### src/rtl/spi_cmd_pkg.sv
// Shared definitions for the SPI command controller: the FSM state
// encoding and the fixed protocol constants (RW bit, sync byte).
package spi_cmd_pkg;

    typedef logic [2:0] state_t;

    localparam state_t IDLE     = 3'd0;
    localparam state_t HDR      = 3'd1;
    localparam state_t WDATA    = 3'd2;
    localparam state_t RD_ISSUE = 3'd3;
    localparam state_t RD_WAIT  = 3'd4;
    localparam state_t RD_HOLD  = 3'd5;

    localparam int         RW_BIT    = 7;
    localparam logic [7:0] SYNC_BYTE = 8'hA5;

endpackage

### src/rtl/spi_edge_det.sv
// Registered rise/fall detector for a level that is already synchronous
// to clk.
// Ports: clk, rst_n (sync, active-low), d (level), rise/fall (1-cycle).
module spi_edge_det (
    input  logic clk,
    input  logic rst_n,
    input  logic d,
    output logic rise,
    output logic fall
);

    logic q;

    // q resets low, so a level that is already low after reset never
    // produces a fall: the controller waits for a genuine new edge.
    always_ff @(posedge clk) begin
        if (!rst_n) begin
            q <= 1'b0;
        end else begin
            q <= d;
        end
    end

    assign rise = d & ~q;
    assign fall = ~d & q;

endmodule

### src/rtl/spi_cmd_ctrl.sv
// Command sequencer behind the SPI byte interface: header byte selects
// write (auto-increment) or streaming read on a simple register bus.
// Ports: m_clk, rst_n, csn_sync, drdy, d_rx in; d_tx, dwritten out;
//        reg_addr, reg_wdata, reg_we, reg_re out; reg_rdata in;
//        busy, ovr out.
module spi_cmd_ctrl #(
    parameter int ADDR_W = 7,
    parameter int BYTE_W = 8
) (
    input  logic              m_clk,
    input  logic              rst_n,
    input  logic              csn_sync,
    input  logic              drdy,
    input  logic [BYTE_W-1:0] d_rx,
    output logic [BYTE_W-1:0] d_tx,
    output logic              dwritten,
    output logic [ADDR_W-1:0] reg_addr,
    output logic [BYTE_W-1:0] reg_wdata,
    output logic              reg_we,
    output logic              reg_re,
    input  logic [BYTE_W-1:0] reg_rdata,
    output logic              busy,
    output logic              ovr
);

    import spi_cmd_pkg::*;

    localparam logic [ADDR_W-1:0] ADDR_ONE = ADDR_W'(1);

    state_t            state;
    logic [ADDR_W-1:0] addr;

    logic byte_ev;
    logic csn_rise;
    logic csn_fall;
    logic unused_drdy_fall;

    logic frame_brk;
    logic hdr_ev;
    logic wr_ev;
    logic rd_done;

    spi_edge_det u_drdy (
        .clk   (m_clk),
        .rst_n (rst_n),
        .d     (drdy),
        .rise  (byte_ev),
        .fall  (unused_drdy_fall)
    );

    spi_edge_det u_csn (
        .clk   (m_clk),
        .rst_n (rst_n),
        .d     (csn_sync),
        .rise  (csn_rise),
        .fall  (csn_fall)
    );

    // Any csn edge overrides the byte-level work of the current cycle,
    // so a byte landing together with the csn rise is dropped.
    always_comb begin
        frame_brk = csn_rise | csn_fall;
        hdr_ev    = (state == HDR) && byte_ev && !frame_brk;
        wr_ev     = (state == WDATA) && byte_ev && !frame_brk;
        rd_done   = (state == RD_WAIT) && !frame_brk;
    end

    // Read strobe is a Moore output of RD_ISSUE so that read data
    // arrives in RD_WAIT and the header-to-dwritten latency is 3.
    assign reg_re = (state == RD_ISSUE);
    assign busy   = (state != IDLE);

    always_ff @(posedge m_clk) begin
        if (!rst_n) begin
            addr <= '0;
        end else if (hdr_ev) begin
            addr <= d_rx[ADDR_W-1:0];
        end else if (wr_ev || rd_done) begin
            addr <= addr + ADDR_ONE;
        end
    end

    always_ff @(posedge m_clk) begin
        if (!rst_n) begin
            state     <= IDLE;
            d_tx      <= '0;
            dwritten  <= 1'b0;
            reg_addr  <= '0;
            reg_wdata <= '0;
            reg_we    <= 1'b0;
            ovr       <= 1'b0;
        end else begin
            dwritten <= 1'b0;
            reg_we   <= 1'b0;
            // A fall outside IDLE behaves as rise+fall: restart a frame.
            if (csn_fall) begin
                state    <= HDR;
                ovr      <= 1'b0;
                d_tx     <= BYTE_W'(SYNC_BYTE);
                dwritten <= 1'b1;
            end else if (csn_rise) begin
                state <= IDLE;
            end else begin
                case (state)
                    IDLE: begin
                    end
                    HDR: begin
                        if (byte_ev) begin
                            reg_addr <= d_rx[ADDR_W-1:0];
                            state    <= d_rx[RW_BIT] ? RD_ISSUE : WDATA;
                        end
                    end
                    WDATA: begin
                        if (byte_ev) begin
                            reg_wdata <= d_rx;
                            reg_addr  <= addr;
                            reg_we    <= 1'b1;
                        end
                    end
                    RD_ISSUE: begin
                        if (byte_ev) ovr <= 1'b1;
                        state <= RD_WAIT;
                    end
                    RD_WAIT: begin
                        if (byte_ev) ovr <= 1'b1;
                        d_tx     <= reg_rdata;
                        dwritten <= 1'b1;
                        // Pre-point the bus at the next streaming address.
                        reg_addr <= addr + ADDR_ONE;
                        state    <= RD_HOLD;
                    end
                    RD_HOLD: begin
                        if (byte_ev) state <= RD_ISSUE;
                    end
                    default: state <= IDLE;
                endcase
            end
        end
    end

endmodule

### config.mk
export PLATFORM = sky130hd
export DESIGN_NAME = spi_cmd_ctrl
export DESIGN_NICKNAME = d
export VERILOG_FILES = /design/src/rtl/spi_cmd_pkg.sv /design/src/rtl/spi_edge_det.sv /design/src/rtl/spi_cmd_ctrl.sv
export SDC_FILE = /design/constraint.sdc
export NUM_CORES = 1
export LEC_CHECK = 0
export CORE_MARGIN = 5
export CORE_UTILIZATION = 48
export DETAILED_ROUTE_END_ITERATION = 8
export GPL_ROUTABILITY_DRIVEN = 0
export GPL_TIMING_DRIVEN = 0
export PLACE_DENSITY = 0.79
export SYNTH_ARGS = -nofsm -noshare
export SYNTH_HDL_FRONTEND = slang
export SYNTH_SLANG_ARGS = --single-unit
export TNS_END_PERCENT = 1
### constraint.sdc
create_clock -name m_clk -period 2.3 [get_ports m_clk]
set_input_delay 0.345 -clock m_clk [delete_from_list [all_inputs] [get_ports m_clk]]
set_output_delay 0.345 -clock m_clk [all_outputs]
set_load 0.02 [all_outputs]
==> results of run 1 <==
[registers in the layout (all words and copies together) (netlist names), 3 cells and up]
register	flops
addr	7
d_tx	8
reg_addr	7
reg_wdata	8
state	3
[path summary, 6_finish.rpt]
path	startpoint	end	slack, ps	depth (start not counted)
worst min-delay path	reg_addr[5]	reg_addr[5]	460	2
worst min register to register	reg_addr[5]	reg_addr[5]	460	2
worst max register to register	u_csn.q	reg_wdata[5]	520	6
worst max-delay path	state[0]	busy	210	4
[placed cells by master (no fill, tap or decap), types with 2 or more instances in the layout]
cell / synthesis / layout
inv_1: 6 / 6
nand2b_1: 4 / 4
a21oi_1: 20 / 20
nor2b_1: 2 / 2
o31ai_1: 6 / 6
clkbuf_8: 0 / 6
a211oi_1: 3 / 3
clkbuf_1: 7 / 6
and3_1: 2 / 2
and2_1: 2 / 2
dfxtp_1: 38 / 38
nor2_1: 29 / 29
clkdlybuf4s50_1: 0 / 45
xor2_1: 2 / 2
mux2i_1: 10 / 10
nand2_1: 17 / 17
o31a_1: 2 / 2
o221ai_1: 4 / 4
buf_2: 3 / 2
clkbuf_2: 0 / 2
nand3_1: 6 / 6
ha_1: 3 / 3
dlygate4sd2_1: 0 / 2
a211o_1: 3 / 3
nor3_1: 6 / 6
nor3b_2: 2 / 2
o21ai_0: 7 / 7
o22ai_1: 2 / 2
o22a_1: 5 / 5
buf_4: 2 / 3
o2111ai_1: 4 / 4
o221a_2: 3 / 3
[power breakdown]
| part | switching, mW | internal (mW) |
|---|---|---|
| Clock | 0.230 | 0.242 |
| Combinational | 0.0673 | 0.0624 |
| Sequential | 0.00551 | 0.666 |
| Total | 0.303 | 0.971 |
[layout make-up]
class                           instances  share of cell area, %
Clock buffer                            7                   3.49
Multi-Input combinational cell        161                   40.9
Tap cell                               48                   2.43
Clock inverter                          1                  0.202
Inverter                                6                  0.910
Sequential cell                        38                   30.7
Buffer                                 12                   2.48
Timing Repair Buffer                   47                   18.9
[metrics by stage]
stage          TNS [ps]  instances  utilization [%]
3_3_place_gp      -93.3        312             64.6
2_1_floorplan         0        217                -
5_1_grt               0        320             67.1
3_5_place_dp       -119        312             64.6
6_report              0        320             67.1
4_1_cts               0        320             67.1
[worst reg2reg max path, delay by kind of cell, from the launching register on]
| kind | cells | cell delay (ps) |
|---|---|---|
| simple gates | 2 | 560 |
| flops | 1 | 320 |
| fa+ha+maj | 1 | 320 |
| buf+inv | 2 | 290 |
| mux | 1 | 170 |
[layer usage]
| metal | track usage (%) | part of all wire (%) | vias up |
|---|---|---|---|
| met5 | 0 | 0 | - |
| met4 | 5.64 | 1.1 | 0 |
| met3 | 3.74 | 7.6 | 5 |
| met2 | 31.0 | 47 | 64 |
| met1 | 26.8 | 44 | 850 |
| li1 | - | - | 904 |
[logic make-up (layout without fill, tap and decap cells)]
logic type,after synthesis,count (layout),synth area share (%)
flip-flops,38,38,41.1
AND/OR/NAND/NOR,79,79,21.1
XOR/XNOR,3,3,1.42
buffers and inverters,18,73,4.26
multiplexers,10,10,5.41
adder cells (fa/ha/maj),3,3,2.03
AO/OA/AOI/OAI,66,66,24.7
==> out/results.ini, run 1 <==
[layout]
drive_gt1_share_pct = 7.72
multi_input_area_mm2 = 0.00101
ff_latch_area_um2 = 761
final_cell_area_mm2 = 0.00248
nFillCells = 345
syn_to_final_growth_pct = 33.7
antenna_cells = 0
final_net_count = 294

[timing]
max_freq_mhz = 478
setup_slack_ps = 208
relSlewSlack_pct = 65.7
worst_pin_slew_ps = 515
rsz0062_at_grt = no
hold_violations = 0
fin_hold_ws_ps = 462
fin_crit_sh_pct = 90.9
period_minus_slack_ps = 2090
finalSetupViolCount = 0
fin_worst_skew_ps = 5.33
slew_violations = 0

[clock_network]
clkTransAtPathRegs_ps = 70
cts_hold_buf = 0
cts_resized = 5
cts_buffers = 5
clockRootBuffer = clkbuf_8
cts_tree = done
clockBufferDepth = 2
cts.htree.levels = 2
clkSinkCount = 38
clk_latency_ps = 290
post_cts_buffers = 0

[floorplanning]
core-area_mm2 = 0.00369
die_area_mm2 = 0.00520
rows = 22
io_pins = 48
die_y_um = 72.1
start_util_pct = 50.2
die_width_um = 72.1

[yosys]
async_reset_ff_share_pct = 0
ys_types = 45
ys_warn_count = 0
synth_common_cells = 38 x dfxtp_1, 29 x nor2_1, 20 x a21oi_1, 17 x nand2_1, 10 x mux2i_1
ys_seq_elements = 38
synth_top_cell_area_share_pct = 41.1
netlist_area_mm2 = 0.00185
synth_top_area_cell = dfxtp_1
syn-num-nets = 240
yosysSeqAreaShare_pct = 41.1
synthTopCellsByArea = dfxtp_1 41%, nor2_1 5.9%, a21oi_1 5.4%
synth-edff-count = 0
synth_cells = 217
avgSynthCellArea_um2 = 8.53
ys_dominant_reg_cell = dfxtp_1
yosysMostFrequentCell = dfxtp_1

[power]
p_total_mw = 1.27
power_density_mw_per_mm2 = 514
p_leak_nw = 0.948
max-vdd-ir-drop_mv = 0.286

[critical_path]
crit_family = buffers and inverters
cp_max_fo = 10
max_stage_delay_ps = 400
path_buf_inv = 3
crit_arrival_ps = 1750
cp-end-kind = primary output
slowest_stage = or3_1
critPathRequiredTime_ps = 1960
cp-start-kind = flip-flop
path_cells = clkbuf_2 > clkbuf_2 > or3_1 > dlygate4sd2_1
crit_top_cell = clkbuf_2
crit_type = flip-flop to primary output

[grt]
grt_max_degree = 12
grt_pass1_vias = 1648
grt_usage_pct = 19.5
grt_pass1_wl_um = 7940
antenna_found_initial = 0
gr-total-overflow = 0

[job]
maxCapViolations = 0

[routing]
wirelength_um = 4990
vias_per_cell = 5.70
drcViolationCount = 0
drt_iter0_markers = 158
drtPass1Iterations = 4
vias = 1823
wire_per_inst_um = 15.6
ant_nets = 0

[placement]
place_ws_ps = -25.1
place_area_mm2 = 0.00238
dpl.hpwl_um = 3570
numPortBuffers = 47

[status]
status = completed

[min_path]
hold_class = flip-flop to flip-flop

Note: power is estimated with default switching activity, not from simulation.
==> run 2, diff against run 1 <==
--- a/config.mk
+++ b/config.mk
@@ -11,6 +11,7 @@
 export GPL_ROUTABILITY_DRIVEN = 0
 export GPL_TIMING_DRIVEN = 0
 export PLACE_DENSITY = 0.79
+export REMOVE_ABC_BUFFERS = 1
 export SYNTH_ARGS = -nofsm -noshare
 export SYNTH_HDL_FRONTEND = slang
 export SYNTH_SLANG_ARGS = --single-unit
==> run 2 against run 1 <==
  * Cell area fell by 2.5%
  * Global-route usage is 0.56 points lower
  * Non-clock buffer count decreased by 12
  * Utilization down 1.7 points
  * Combinational power fell by 7%
==> out/results.ini, run 2 (same netlist as run 1, synthesis figures left out) <==
[status]
status = completed

[timing]
fin_worst_skew_ps = 5.59
slew_violations = 0
fin_crit_sh_pct = 97.4
rsz0062_at_grt = no
relSlewSlack_pct = 48.6
finalSetupViolCount = 0
worst_pin_slew_ps = 770
period_minus_slack_ps = 2240
tns_ps = 0
hold_violations = 0
max_freq_mhz = 447

[power]
max-vdd-ir-drop_mv = 0.334
p_leak_nw = 0.895
power_density_mw_per_mm2 = 515

[routing]
wirelength_um = 4790
drcViolationCount = 0
met2_length_um = 2300
highest_layer = met4
wire_per_inst_um = 15.7
wl_met3_um = 262
vias_per_cell = 5.72
ant_nets = 0
drt_iter0_markers = 121
wl_met1_um = 2150
drtPass1Iterations = 4
vias = 1750

[layout]
reg_top3 = d_tx x8, reg_wdata x8
syn_to_final_growth_pct = 30.4
final_cell_mix = 47 x clkdlybuf4s50_1, 36 x dfxtp_1, 29 x nor2_1
nFillCells = 338
mostFrequentLayoutCell = clkdlybuf4s50_1
fin_cells = 306
antenna_cells = 0
drive_gt1_share_pct = 6.20
final_net_count = 282
final_cell_area_mm2 = 0.00241

[min_path]
hold_class = flip-flop to flip-flop
holdPathEnd = reg_addr[5]
holdCritStartpoint = reg_addr[5]
holdPathStages = 2

[critical_path]
slowest_stage = dfxtp_1
rr_endpoint = d_tx[4]
cp-end-kind = primary output
max_stage_delay_ps = 580
rr_worst_depth = 5
path_cells = and2b_1 > and2_1 > clkdlybuf4s50_1
cp-start-kind = flip-flop
rr_startpoint = state[2]
reg2reg_slack_ps = 440
critPathRequiredTime_ps = 1960
cp_max_fo = 13
crit_arrival_ps = 1890
crit_type = flip-flop to primary output

[clock_network]
clk_latency_ps = 290
cts_tree = done
clockRootBuffer = clkbuf_8
clockBufferDepth = 2
cts_hold_buf = 0
post_cts_buffers = 0
cts.htree.levels = 2
clkSinkCount = 38
clkTransAtPathRegs_ps = 70
cts_buffers = 5

[grt]
grt_pass1_vias = 1647
grt_usage_pct = 18.9
grt_max_degree = 26
gr-total-overflow = 0
antenna_found_initial = 0
grt_pass1_wl_um = 7730

[floorplanning]
die_area_mm2 = 0.00520
die_y_um = 72.1
die_width_um = 72.1
io_pins = 48
start_util_pct = 50.2
rows = 22
core-area_mm2 = 0.00369

[placement]
dpl.hpwl_um = 3360
numPortBuffers = 47
place_area_mm2 = 0.00233
dp.cells = 300

[job]
maxCapViolations = 0

-- run 2: cell types whose count changed in the layout (fill, tap and decap cells not counted), sizes merged --
cell / before / now
clkinv: 1 / 0
clkbuf: 14 / 6
dlygate4sd2: 2 / 0
buf: 5 / 0
clkdlybuf4s50: 45 / 47
-- run 2: where the power goes --
| part | leakage [nW] | internal, mW | switching, mW |
|---|---|---|---|
| sequential | 0.308 | 0.667 | 0.00964 |
| clock | 0.0431 | 0.231 | 0.216 |
| combinational | 0.544 | 0.0605 | 0.0602 |
| total | 0.895 | 0.958 | 0.285 |
-- run 2: worst max path at each step --
stage	start	to	slack, ps	cells past startpoint
floorplan	csn_sync	reg_wdata[0]	480	6
global placement	csn_sync	reg_wdata[1]	-270	7
detailed placement	csn_sync	reg_wdata[6]	-320	7
CTS	state[2]	reg_re	70	3
global route	state[2]	reg_re	1	3
finish	state[2]	reg_re	60	3
-- run 2: metal layers --
| layer | vias up | global-route usage [%] |
|---|---|---|
| li1 | 881 | - |
| met1 | 814 | 24.1 |
| met2 | 48 | 30.7 |
| met3 | 7 | 3.88 |
| met4 | 0 | 8.56 |
| met5 | - | 0 |
-- run 2: cell type report --
cell class	instances	area, um^2	share of cell area, %
timing repair buffer	47	470	19.5
clock buffer	6	82.6	3.42
inverter	6	22.5	0.933
multi-input combinational	161	1020	42.1
tap	48	60.1	2.49
sequential	38	763	31.6
-- run 2: repair_timing --
item | CTS | global route
setup endpoints to repair | 2 | 1
resized for setup | 2 | 1
pin swaps | 0 | 0
-- run 2: worst max-delay path, delay by kind of cell (launching register included) --
family                 cells  cell delay [ps]
buffers and inverters      1              540
flip-flops                 1              580
AND/OR/NAND/NOR            2              480
-- run 2: through the flow --
| stage | total power [mW] | util, % | hold WS [ps] | setup slack, ps |
|---|---|---|---|---|
| final | 1.24 | 65.5 | 455 | 60.8 |
| after global routing | 1.30 | 65.5 | 474 | 1.21 |
| after CTS | 1.26 | 65.4 | 457 | 68.8 |
| after detailed placement | 0.812 | 63.1 | 445 | -321 |
| after global placement | 0.810 | 63.1 | 442 | -265 |
| after floorplan | 0.742 | - | 467 | 476 |
==> run 3, diff against run 2 <==
--- a/config.mk
+++ b/config.mk
@@ -9,7 +9,6 @@
 export CORE_UTILIZATION = 48
 export DETAILED_ROUTE_END_ITERATION = 8
 export GPL_ROUTABILITY_DRIVEN = 0
-export GPL_TIMING_DRIVEN = 0
 export PLACE_DENSITY = 0.79
 export REMOVE_ABC_BUFFERS = 1
 export SYNTH_ARGS = -nofsm -noshare
==> run 3 against run 2 <==
  * Via count increased by 3.0%
  * Largest power group unchanged
  * Clock power up 4%
  * Non-clock buffer count up 13
  * Sequential share of layout area fell by 1.4 points
  * Highest routed layer unchanged
  * Combinational power up 9.9%
  * Cell count is 4.9% higher
  * Register-to-register slack improved by 60 ps
  * Fmax is 3.8% higher
  * Sequential cell count unchanged
  * Cell area increased by 4.1%
  * Sequential power about the same
==> out/results.ini, run 3 (same netlist as run 1, synthesis figures left out) <==
[status]
status = completed

[clock_network]
cts_buffers = 5
clkTransAtPathRegs_ps = 70
clkSinkCount = 38
clockBufferDepth = 2
clk_latency_ps = 290
cts.htree.levels = 2
cts_tree = done
cts_resized = 0
post_cts_buffers = 0
cts_hold_buf = 0
clockRootBuffer = clkbuf_8

[timing]
hold_violations = 0
tns_ps = 0
setup_slack_ps = 144
slew_violations = 0
finalSetupViolCount = 0
fin_worst_skew_ps = 6.22
worst_pin_slew_ps = 537
fin_crit_sh_pct = 93.8
relSlewSlack_pct = 63.9
max_freq_mhz = 464
period_minus_slack_ps = 2160
rsz0062_at_grt = no

[critical_path]
cp-end-kind = primary output
cp-start-kind = flip-flop
crit_arrival_ps = 1810
path_buf_inv = 1
path_cells = and2b_1 > and2_1 > clkdlybuf4s50_1
crit_type = flip-flop to primary output
critPathRequiredTime_ps = 1960
cp_max_fo = 9
crit_family = buffers and inverters
slowest_stage = clkdlybuf4s50_1
max_stage_delay_ps = 610

[layout]
final_cell_mix = 47 x clkdlybuf4s50_1, 38 x dfxtp_1, 29 x nor2_1
final_net_count = 295
utilization_pct = 68.2
ff_latch_area_um2 = 761
antenna_cells = 0
mostFrequentLayoutCell = clkdlybuf4s50_1
drive_gt1_share_pct = 9.89
nFillCells = 318
final_cell_area_mm2 = 0.00251
reg_top3 = d_tx x8, reg_wdata x8
syn_to_final_growth_pct = 35.8
multi_input_area_mm2 = 0.00101

[power]
power_density_mw_per_mm2 = 506
switchingPower_mw = 0.296
p_comb_share_pct = 10.5
switching_share_pct = 23.3
power_frac_clock_pct = 36.5
max-vdd-ir-drop_mv = 0.368
power.internal_mw = 0.976
seqPwrFrac_pct = 53.0
p_leak_nw = 0.960

[routing]
drt_iter0_markers = 121
vias_per_cell = 5.62
ant_nets = 0
drcViolationCount = 0
wirelength_um = 4880
drtPass1Iterations = 4
vias = 1803
wire_per_inst_um = 15.2

[grt]
grt_pass1_vias = 1667
grt_pass1_wl_um = 8020
antenna_found_initial = 0
gr-total-overflow = 0
grt_max_degree = 16
grt_usage_pct = 19.5

[placement]
place_ws_ps = -63.9
place_area_mm2 = 0.00242
dpl.hpwl_um = 3610
numPortBuffers = 47

[floorplanning]
start_util_pct = 50.2
die_area_mm2 = 0.00520
die_y_um = 72.1
io_pins = 48
die_width_um = 72.1
core-area_mm2 = 0.00369
rows = 22

[min_path]
hold_class = flip-flop to flip-flop

[job]
maxCapViolations = 0

-- run 3: cell count changes in the layout (fill, tap and decap cells not counted) --
cell / before / now
or4_1: 0 / 1
clkinv_2: 0 / 1
clkbuf_1: 0 / 1
dfxtp_2: 2 / 0
or4_4: 1 / 0
buf_4: 0 / 13
dfxtp_1: 36 / 38
-- run 3: per-stage QoR --
step | power (mW) | instances | hold WS, ps
floorplan | 0.742 | 205 | 467
global placement | 0.819 | 313 | 442
detailed placement | 0.822 | 313 | 446
CTS | 1.29 | 321 | 457
global route | 1.33 | 321 | 471
finish | 1.27 | 321 | 455
-- run 3: worst register-to-register path: cells and delay by family, from the launching register on --
kind | cells | cell delay, ps
buffers and inverters | 1 | 260
and+or+nand+nor | 2 | 600
AOI/OAI and AO/OA | 2 | 290
DFF | 1 | 570
-- run 3: path summary, 6_finish.rpt --
| path | from | slack (ps) | to | cells past startpoint |
|---|---|---|---|---|
| hold / removal | reg_addr[5] | 460 | reg_addr[5] | 2 |
| hold reg to reg | reg_addr[5] | 460 | reg_addr[5] | 2 |
| setup / recovery | state[2] | 140 | reg_re | 3 |
| setup reg to reg | state[0] | 500 | addr[3] | 5 |
-- run 3: area by class of cell --
cell class / instances / share of cell area, %
Sequential cell: 38 / 30.2
Clock buffer: 7 / 3.43
Clock inverter: 1 / 0.199
Timing Repair Buffer: 60 / 22.6
Multi-Input combinational cell: 161 / 40.2
Tap cell: 48 / 2.39
Inverter: 6 / 0.896
-- run 3: power groups by stage --
| stage | clock network [mW] | logic, mW | registers, mW |
|---|---|---|---|
| floorplan | 0 | 0.0464 | 0.696 |
| global placement | 0 | 0.131 | 0.689 |
| detailed placement | 0 | 0.132 | 0.690 |
| CTS | 0.480 | 0.133 | 0.674 |
| global route | 0.509 | 0.143 | 0.676 |
| finish | 0.464 | 0.133 | 0.674 |
-- run 3: routing by layer --
layer  up-vias  track usage [%]  wire length (um)
met5         -                0                 0
met4         0             7.72                74
li1        906                -                 -
met2        46             30.2              2270
met3         6             4.02               254
met1       845             26.5              2280
